[src/rtl/reg_writeback.sv]
// reg_writeback: drives the register file's single registered write port.
// ALU results and in-order load responses share the port; ALU traffic wins
// unless a buffered load has been starved for STARVE_LIMIT cycles. A per-
// register pending-load count feeds the decode RAW stall together with the
// write currently held on WE3/AD3.
module reg_writeback #(
  parameter int DATA_WIDTH     = 32,
  parameter int REG_ADDR_WIDTH = 5,
  parameter int PEND_DEPTH     = 4,   // power of 2
  parameter int LDBUF_DEPTH    = 2,   // power of 2
  parameter int STARVE_LIMIT   = 3
) (
  input  logic                      clk,
  input  logic                      rst,
  input  logic                      alu_valid,
  output logic                      alu_ready,
  input  logic [REG_ADDR_WIDTH-1:0] alu_rd,
  input  logic [DATA_WIDTH-1:0]     alu_data,
  input  logic                      ld_issue,
  input  logic [REG_ADDR_WIDTH-1:0] ld_issue_rd,
  output logic                      ld_issue_ready,
  input  logic                      ld_rsp_valid,
  input  logic [DATA_WIDTH-1:0]     ld_rsp_data,
  output logic                      ld_rsp_ready,
  input  logic [REG_ADDR_WIDTH-1:0] rs1,
  input  logic [REG_ADDR_WIDTH-1:0] rs2,
  output logic                      stall,
  output logic                      err,
  output logic                      WE3,
  output logic [REG_ADDR_WIDTH-1:0] AD3,
  output logic [DATA_WIDTH-1:0]     WD3
);

  localparam int NUM_REGS   = 1 << REG_ADDR_WIDTH;
  localparam int PEND_PTR_W = (PEND_DEPTH > 1) ? $clog2(PEND_DEPTH) : 1;
  localparam int PEND_CNT_W = $clog2(PEND_DEPTH + 1);
  localparam int BUF_PTR_W  = (LDBUF_DEPTH > 1) ? $clog2(LDBUF_DEPTH) : 1;
  localparam int BUF_CNT_W  = $clog2(LDBUF_DEPTH + 1);
  localparam int RCNT_W     = $clog2(PEND_DEPTH + 1);
  localparam int STARVE_W   = $clog2(STARVE_LIMIT + 1);

  // Pending-rd FIFO: destination of every accepted, not yet drained load.
  logic [REG_ADDR_WIDTH-1:0] pend_mem [PEND_DEPTH];
  logic [PEND_PTR_W-1:0]     pend_wr_ptr, pend_rd_ptr;
  logic [PEND_CNT_W-1:0]     pend_count;

  // Load data buffer: responses waiting for a free write-port cycle.
  logic [DATA_WIDTH-1:0]     buf_mem [LDBUF_DEPTH];
  logic [BUF_PTR_W-1:0]      buf_wr_ptr, buf_rd_ptr;
  logic [BUF_CNT_W-1:0]      buf_count;

  logic [RCNT_W-1:0]         rd_pend [NUM_REGS];
  logic [STARVE_W-1:0]       starve_cnt;

  logic                      issue_fire, rsp_fire, rsp_push, awaiting_data;
  logic                      alu_fire, ld_drain;
  logic [REG_ADDR_WIDTH-1:0] head_rd;
  logic [DATA_WIDTH-1:0]     head_data;
  logic [NUM_REGS-1:0]       issue_hit, drain_hit;
  logic                      rs1_hazard, rs2_hazard;

  assign ld_issue_ready = (pend_count != PEND_CNT_W'(PEND_DEPTH));
  assign ld_rsp_ready   = (buf_count != BUF_CNT_W'(LDBUF_DEPTH));
  assign alu_ready      = (starve_cnt < STARVE_W'(STARVE_LIMIT));

  assign issue_fire     = ld_issue && ld_issue_ready;
  assign rsp_fire       = ld_rsp_valid && ld_rsp_ready;
  // A response is only legal if some issued load has not yet got its data.
  assign awaiting_data  = int'(pend_count) > int'(buf_count);
  assign rsp_push       = rsp_fire && awaiting_data;

  // ALU wins the port whenever it is allowed to; otherwise a buffered load drains.
  assign alu_fire       = alu_valid && alu_ready;
  assign ld_drain       = !alu_fire && (buf_count != '0);

  assign head_rd        = pend_mem[pend_rd_ptr];
  assign head_data      = buf_mem[buf_rd_ptr];

  // One-hot views of which register gains / loses a pending load this cycle.
  // NOTE: every always_comb output gets a default first so no path leaves it
  // unassigned, which is what would otherwise infer a latch.
  always_comb begin
    issue_hit = '0;
    drain_hit = '0;
    if (issue_fire) issue_hit[ld_issue_rd] = 1'b1;
    if (ld_drain)   drain_hit[head_rd]     = 1'b1;
  end

  // Storage arrays of both FIFOs.
  // NOTE: the data arrays are deliberately not reset; an entry is only read
  // once the FIFO counts mark it valid, and the counts are reset.
  always_ff @(posedge clk) begin
    if (issue_fire) pend_mem[pend_wr_ptr] <= ld_issue_rd;
    if (rsp_push)   buf_mem[buf_wr_ptr]   <= ld_rsp_data;
  end

  // FIFO pointers and occupancy counts.
  // NOTE: all clocked state uses non-blocking assignments so every register
  // samples pre-edge values regardless of statement order.
  always_ff @(posedge clk) begin
    if (rst) begin
      pend_wr_ptr <= '0;
      pend_rd_ptr <= '0;
      pend_count  <= '0;
      buf_wr_ptr  <= '0;
      buf_rd_ptr  <= '0;
      buf_count   <= '0;
    end else begin
      if (issue_fire) pend_wr_ptr <= pend_wr_ptr + PEND_PTR_W'(1);
      if (ld_drain)   pend_rd_ptr <= pend_rd_ptr + PEND_PTR_W'(1);
      case ({issue_fire, ld_drain})
        2'b10:   pend_count <= pend_count + PEND_CNT_W'(1);
        2'b01:   pend_count <= pend_count - PEND_CNT_W'(1);
        default: ;
      endcase
      if (rsp_push) buf_wr_ptr <= buf_wr_ptr + BUF_PTR_W'(1);
      if (ld_drain) buf_rd_ptr <= buf_rd_ptr + BUF_PTR_W'(1);
      case ({rsp_push, ld_drain})
        2'b10:   buf_count <= buf_count + BUF_CNT_W'(1);
        2'b01:   buf_count <= buf_count - BUF_CNT_W'(1);
        default: ;
      endcase
    end
  end

  // Per-register pending-load counts; issue and drain of the same rd cancel.
  always_ff @(posedge clk) begin
    if (rst) begin
      for (int r = 0; r < NUM_REGS; r++) rd_pend[r] <= '0;
    end else begin
      for (int r = 0; r < NUM_REGS; r++) begin
        case ({issue_hit[r], drain_hit[r]})
          2'b10:   rd_pend[r] <= rd_pend[r] + RCNT_W'(1);
          2'b01:   rd_pend[r] <= rd_pend[r] - RCNT_W'(1);
          default: ;
        endcase
      end
    end
  end

  // Starvation counter: cycles a waiting load has lost to the ALU in a row.
  always_ff @(posedge clk) begin
    if (rst) begin
      starve_cnt <= '0;
    end else if ((buf_count != '0) && alu_fire) begin
      starve_cnt <= starve_cnt + STARVE_W'(1);
    end else begin
      starve_cnt <= '0;
    end
  end

  // Registered write port; x0 writes consume their entry with WE3 low.
  always_ff @(posedge clk) begin
    if (rst) begin
      WE3 <= 1'b0;
      AD3 <= '0;
      WD3 <= '0;
    end else if (alu_fire) begin
      WE3 <= (alu_rd != '0);
      AD3 <= alu_rd;
      WD3 <= alu_data;
    end else if (ld_drain) begin
      WE3 <= (head_rd != '0);
      AD3 <= head_rd;
      WD3 <= head_data;
    end else begin
      WE3 <= 1'b0;
    end
  end

  // Sticky protocol error: issue while full, or data nobody is waiting for.
  always_ff @(posedge clk) begin
    if (rst) begin
      err <= 1'b0;
    end else if ((ld_issue && !ld_issue_ready) || (rsp_fire && !awaiting_data)) begin
      err <= 1'b1;
    end
  end

  // RAW stall: an outstanding load, or the write sitting on the port this cycle.
  assign rs1_hazard = (rs1 != '0) && ((rd_pend[rs1] != '0) || (WE3 && (AD3 == rs1)));
  assign rs2_hazard = (rs2 != '0) && ((rd_pend[rs2] != '0) || (WE3 && (AD3 == rs2)));
  assign stall      = rs1_hazard || rs2_hazard;

endmodule

[config.mk]
export PLATFORM = sky130hd
export DESIGN_NAME = reg_writeback
export DESIGN_NICKNAME = d
export VERILOG_FILES = /design/src/rtl/reg_writeback.sv
export SDC_FILE = /design/constraint.sdc
export NUM_CORES = 1
export LEC_CHECK = 0
export ABC_CLOCK_PERIOD_IN_PS = 3500
export BUFFER_PORTS_ARGS = -buffer_cell sky130_fd_sc_hd__buf_2
export CORE_UTILIZATION = 50
export CTS_CLUSTER_SIZE = 10
export DETAILED_ROUTE_END_ITERATION = 10
export PLACE_DENSITY_LB_ADDON = 0.05
export SYNTH_ARGS = -nofsm -noshare
export SYNTH_HDL_FRONTEND = slang
export SYNTH_SLANG_ARGS = --single-unit
[constraint.sdc]
create_clock -name clk -period 3.5 [get_ports clk]
set_input_delay 0.7 -clock clk [delete_from_list [all_inputs] [get_ports clk]]
set_output_delay 0.7 -clock clk [all_outputs]
set_load 0.03 [all_outputs]
**Yosys cells after proc, flatten, opt, wreduce, memory -nomap -nowiden**

Memories as Yosys holds them, arrays and structs flattened. A register that Yosys moved wholly into a read port is not among the register bits.
Cells that the tools add are included.

- $add $sub $neg: 73
- $lt $le $gt $ge: 6
- Equal/unequal tests: 72
- Mux-type cells: 280
- Bitwise gates (word level): 65
- Reduce and logical (&&, ||, !) cells: 32

Operator list:

| kind | count |
|---|---|
| 1-bit two-way mux | 204 |
| 3-bit two-way mux | 64 |
| 32-bit two-way mux | 4 |
| 3-bit by 1-bit adder with 3-bit output (second input constant) | 33 |
| 3-bit by 1-bit subtractor with 3-bit output (second input constant) | 33 |
| 2-bit by 1-bit equality test with 1-bit output (second input constant) | 34 |
| 2-bit equality test (second input constant) | 34 |
| 1-bit bitwise OR | 64 |
| 5-bit nonzero test | 4 |
| 1-bit logical AND | 14 |
| 5-bit by 6-bit < comparator with 1-bit output (second input constant) | 2 |
| 1-bit demux with 5-bit select | 2 |
| 5-bit equality test | 2 |
| 5-bit by 1-bit >= comparator with 1-bit output (second input constant) | 2 |
| 5-bit two-way mux | 2 |
| 2-bit by 1-bit adder with 2-bit output (second input constant) | 4 |
| 2-bit nonzero test | 4 |
| 3-bit case mux with 2 select lines | 1 |
| 3-bit nonzero test | 2 |
| 1-bit logical OR | 4 |
| 2-bit two-way mux | 2 |
| 2-bit case mux with 2 select lines | 1 |
| 3-bit by 2-bit greater-than comparator with 1-bit output | 1 |
| 1-bit zero test | 3 |
| 7 further kinds | 8 |

- Register bits: 52
- Memory bits (writable): 180
- Input port bits: 89
- Output and inout port bits: 43
- Word-level logic and storage cells: 542
- Memories: 3

Memory list:

| name | depth | bits a word | read ports | clocked after memory_dff | write ports | line | RTL |
|---|---|---|---|---|---|---|---|
| rd_pend | 32 | 3 | 34 | 0 | 32 | 52 | `logic [RCNT_W-1:0] rd_pend [NUM_REGS];` |
| buf_mem | 2 | 32 | 1 | 1 | 1 | 48 | `logic [DATA_WIDTH-1:0] buf_mem [LDBUF_DEPTH];` |
| pend_mem | 4 | 5 | 1 | 1 | 1 | 43 | `logic [REG_ADDR_WIDTH-1:0] pend_mem [PEND_DEPTH];` |

**Logic depth before layout (Yosys ltp)**

- Depth in word-level cells: 11
- Mapped depth: 13
- Depth with buffers taken out: 11

**Worst setup path after synthesis**

No wires, ideal clock.

- Path kind: input port to output port
- Start: in rs2[1]
- End: out stall
- Arrival time: 2.571 ns
- Required time: 2.800 ns
- Setup slack: 0.229 ns
- Cell stages on the path: 7
- Path buffers: 2
- Cell sequence: clkbuf_1 > clkbuf_1 > mux4_2 > nor3b_1 > a311oi_1 > a221oi_1 > o221ai_1

- Word-level cells in the longest chain between the ends: 5
- Elaborated cells on any way between the ends: 8
- Classes of those cells: eq/ne (1); reduce/logical (6); memory (1)

RTL lines:

| item | line | RTL |
|---|---|---|
| start, declared | 26 | `input logic [REG_ADDR_WIDTH-1:0] rs2,` |
| memory 32 x 3 bit / 5-bit equality test (equally long branches) | -- |  |
| 3-bit nonzero test / 1-bit logical AND (equally long branches) | 182 | `assign rs2_hazard = (rs2 != '0) && ((rd_pend[rs2] != '0) \|\| (WE3 && (AD3 == rs2)));` |
| 1-bit logical OR | 182 |  |
| 1-bit logical AND (*) | 182 |  |
| 1-bit logical OR (*) | 183 | `assign stall = rs1_hazard \|\| rs2_hazard;` |
| end, declared | 27 | `output logic stall,` |

Every way passes the cells marked *; elsewhere a longest branch is shown, timed or not.

==> impl_metrics.yaml <==
placement:
  dp.cells: 1648
  gp_congestion: 0.858
  dpl.hpwl_mm: 22.2
  port_buffers: 131
  dpl_cell_area_um2: 13800
clock_tree:
  insertion_delay_ns: 0.55
  cts.sink_count: 235
  holdBufCountCts: 0
  cts_buffers: 28
  ctsRootBufferMaster: "clkbuf_16"
  cts_tree: "built"
  path_clk_slew_ns: 0.06
  clk_path_buf_depth: 3
  cts_max_level: 1
cells_and_area:
  multi_input_area_um2: 5670
  final_cell_mix: "180 x edfxtp_1, 141 x nor2_1, 130 x buf_2"
  post-route-util_pct: 58.5
  final_common_cell: "edfxtp_1"
  drive_above_1_share_pct: 17.1
  post-route-cell-area_um2: 14600
  fin_cells: 1700
  fill_cells: 2217
  seq_area_um2: 6510
  area_delta_synth_final_pct: 15.1
  finalNetCount: 1481
  num_antenna_cells: 0
global_routing:
  grt-ovfl-total: 0
  grt_pass1_wl_mm: 49.4
  first_global_vias: 9194
  grt_max_degree: 71
  grt_antenna_before_repair: 0
  grtUsageTotal_pct: 24.2
worst_hold_path:
  hp-class: "in2reg"
route:
  drt_iter0_markers: 611
  wl_per_cell_um: 18.3
  routed_wl_mm: 31.1
  vias: 9502
  drt-pass1-iter-count: 4
  top_layer: "met4"
  via_per_inst: 5.59
  drc: 0
  met2RoutedLength_mm: 13.8
  m1WireLength_mm: 14.6
  drtAntennaViolNets: 0
  dr_wl_met3_mm: 2.14
floorplan:
  initial_core_util_pct: 50.8
  die_y_um: 162
  die_w_um: 162
  core_area_um2: 25000
  dieArea_um2: 26100
  io_pins: 132
  rows: 58
synthesis:
  yosys_most_used_dff: "edfxtp_1"
  syn_inst: 1224
  synth_edf_count: 180
  synth-xor-area-share_pct: 5.71
  synth.distinct_cells: 58
  ys_seq_elements: 235
  synthMuxAreaShare_pct: 5.41
  yosysWarnings: 0
  synth_top_family_by_area: "simple AND/OR/NAND/NOR gates"
  synth_compound_area_share_pct: 8.39
  seq_area_frac_synth_pct: 51.1
  synthAdderAreaFrac_pct: 6.12
  avgSynthCellArea_um2: 10.4
  yosys.area_share.simple_pct: 18.5
  syn-num-nets: 1356
  netlist_area_um2: 12700
  synthArstFlopShare_pct: 0
sta:
  tns_ns: 0
  slew_headroom_pct: 30.8
  fin_crit_sh_pct: 96.9
  hold_slack_ns: 0.342
  worst_pin_slew_ns: 1.04
  rsz0062_at_grt: "no"
  finalMaxSlewViolations: 0
  worst_clock_skew_ns: 0.0157
  setup_viol: 0
  fin_crit_ns: 3.39
  hold_violations: 0
  fmax_ghz: 0.295
worst_setup_path:
  startpoint_type: "flop"
  path_class: "reg2out"
  cp.arrival_ns: 2.69
  worst-path-max-fanout: 3
  r2r_slack_ns: 0.22
  endpoint_kind: "primary output"
  worstPathRequired_ns: 2.80
power_and_ir_drop:
  powerDensity_nw_per_um2: 576
  p_leak_nw: 5.34
  vdd_drop_max_mv: 0.626
outcome:
  status: "completed"
run:
  cap_violations: 0
kinds of logic after synthesis:
logic type	count (synthesis)
simple gates	489
flops	235
compound gates	166
buf+inv	156
xor+xnor	83
mux	52
fa+ha+maj	43
power by group:
group / total [W] / internal (W) / switching (W)
logic: 0.00208 / 0.000767 / 0.00132
registers: 0.00375 / 0.00348 / 0.000268
clock network: 0.00261 / 0.00150 / 0.00112
state kept, by name, indices dropped and copies added (netlist names), 2 cells and up, named ones only:
| register | count |
|---|---|
| pend_rd_ptr | 2 |
| buf_mem | 64 |
| pend_mem | 20 |
| pend_count | 3 |
| starve_cnt | 2 |
| pend_wr_ptr | 2 |
| AD3 | 5 |
| WD3 | 32 |
| buf_count | 2 |
| rd_pend | 96 |
worst max-delay path, stage by stage (launching register included):
cell and delay (ns):
edfxtp_1 0.44, or4b_2 0.67, o311ai_0 0.12, a21o_1 0.18
a31oi_1 0.10, a221oi_2 0.27, o221ai_1 0.16, buf_2 0.21
cell usage after synthesis, types with 16 or more instances:
cell type	number	area, um^2
a21oi_1	63	315
clkbuf_1	63	236
dfxtp_1	55	1100
edfxtp_1	180	5410
fa_1	32	641
inv_1	82	308
mux2i_1	38	380
nand2_1	121	454
nand2b_1	25	156
nand3_1	34	170
nor2_1	142	533
nor3_1	71	355
o211ai_1	33	248
o21ai_0	18	90.1
or3_1	16	100
xnor2_1	37	324
xor2_1	46	403
stage by stage:
| stage | total power, W | setup WS [ns] |
|---|---|---|
| after floorplan | 0.00523 | 0.229 |
| after global placement | 0.00586 | 0.257 |
| after detailed placement | 0.00589 | 0.204 |
| after CTS | 0.00850 | 0.0445 |
| after global routing | 0.00888 | 0.0246 |
| final | 0.00844 | 0.107 |
final timing paths:
check,start,end,cells after the start
worst min register to register,starve_cnt[0]$_SDFF_PP0_,starve_cnt[0]$_SDFF_PP0_,1
worst min-delay path,ld_rsp_data[31],buf_mem[1][31]$_DFFE_PP_,1
worst max register to register,flop,rd_pend[0][2]$_SDFFCE_PN0P_,9
worst max-delay path,rd_pend[14][2]$_SDFFCE_PN0P_,stall,7
layout make-up:
type / instances / area share, %
clock buffers: 49 / 5.32
clock inverters: 2 / 0.162
multi-input cells: 833 / 38.7
well taps: 330 / 2.82
flip-flops and latches: 235 / 44.4
repair buffers: 169 / 6.47
inverters: 82 / 2.10
metal layers:
layer,vias up,GRT usage [%]
met4,0,6.13
met5,-,0
li1,4600,-
met1,4612,35.5
met2,247,36.8
met3,43,4.57
repair_timing:
action / in CTS / in global routing
hold endpoints to repair: 0 / 0
setup buffers: 0 / 1
pin swaps: 0 / 1
resized for setup: 1 / 9
setup endpoints to repair: 1 / 1
(Power assumes the default switching activity.)
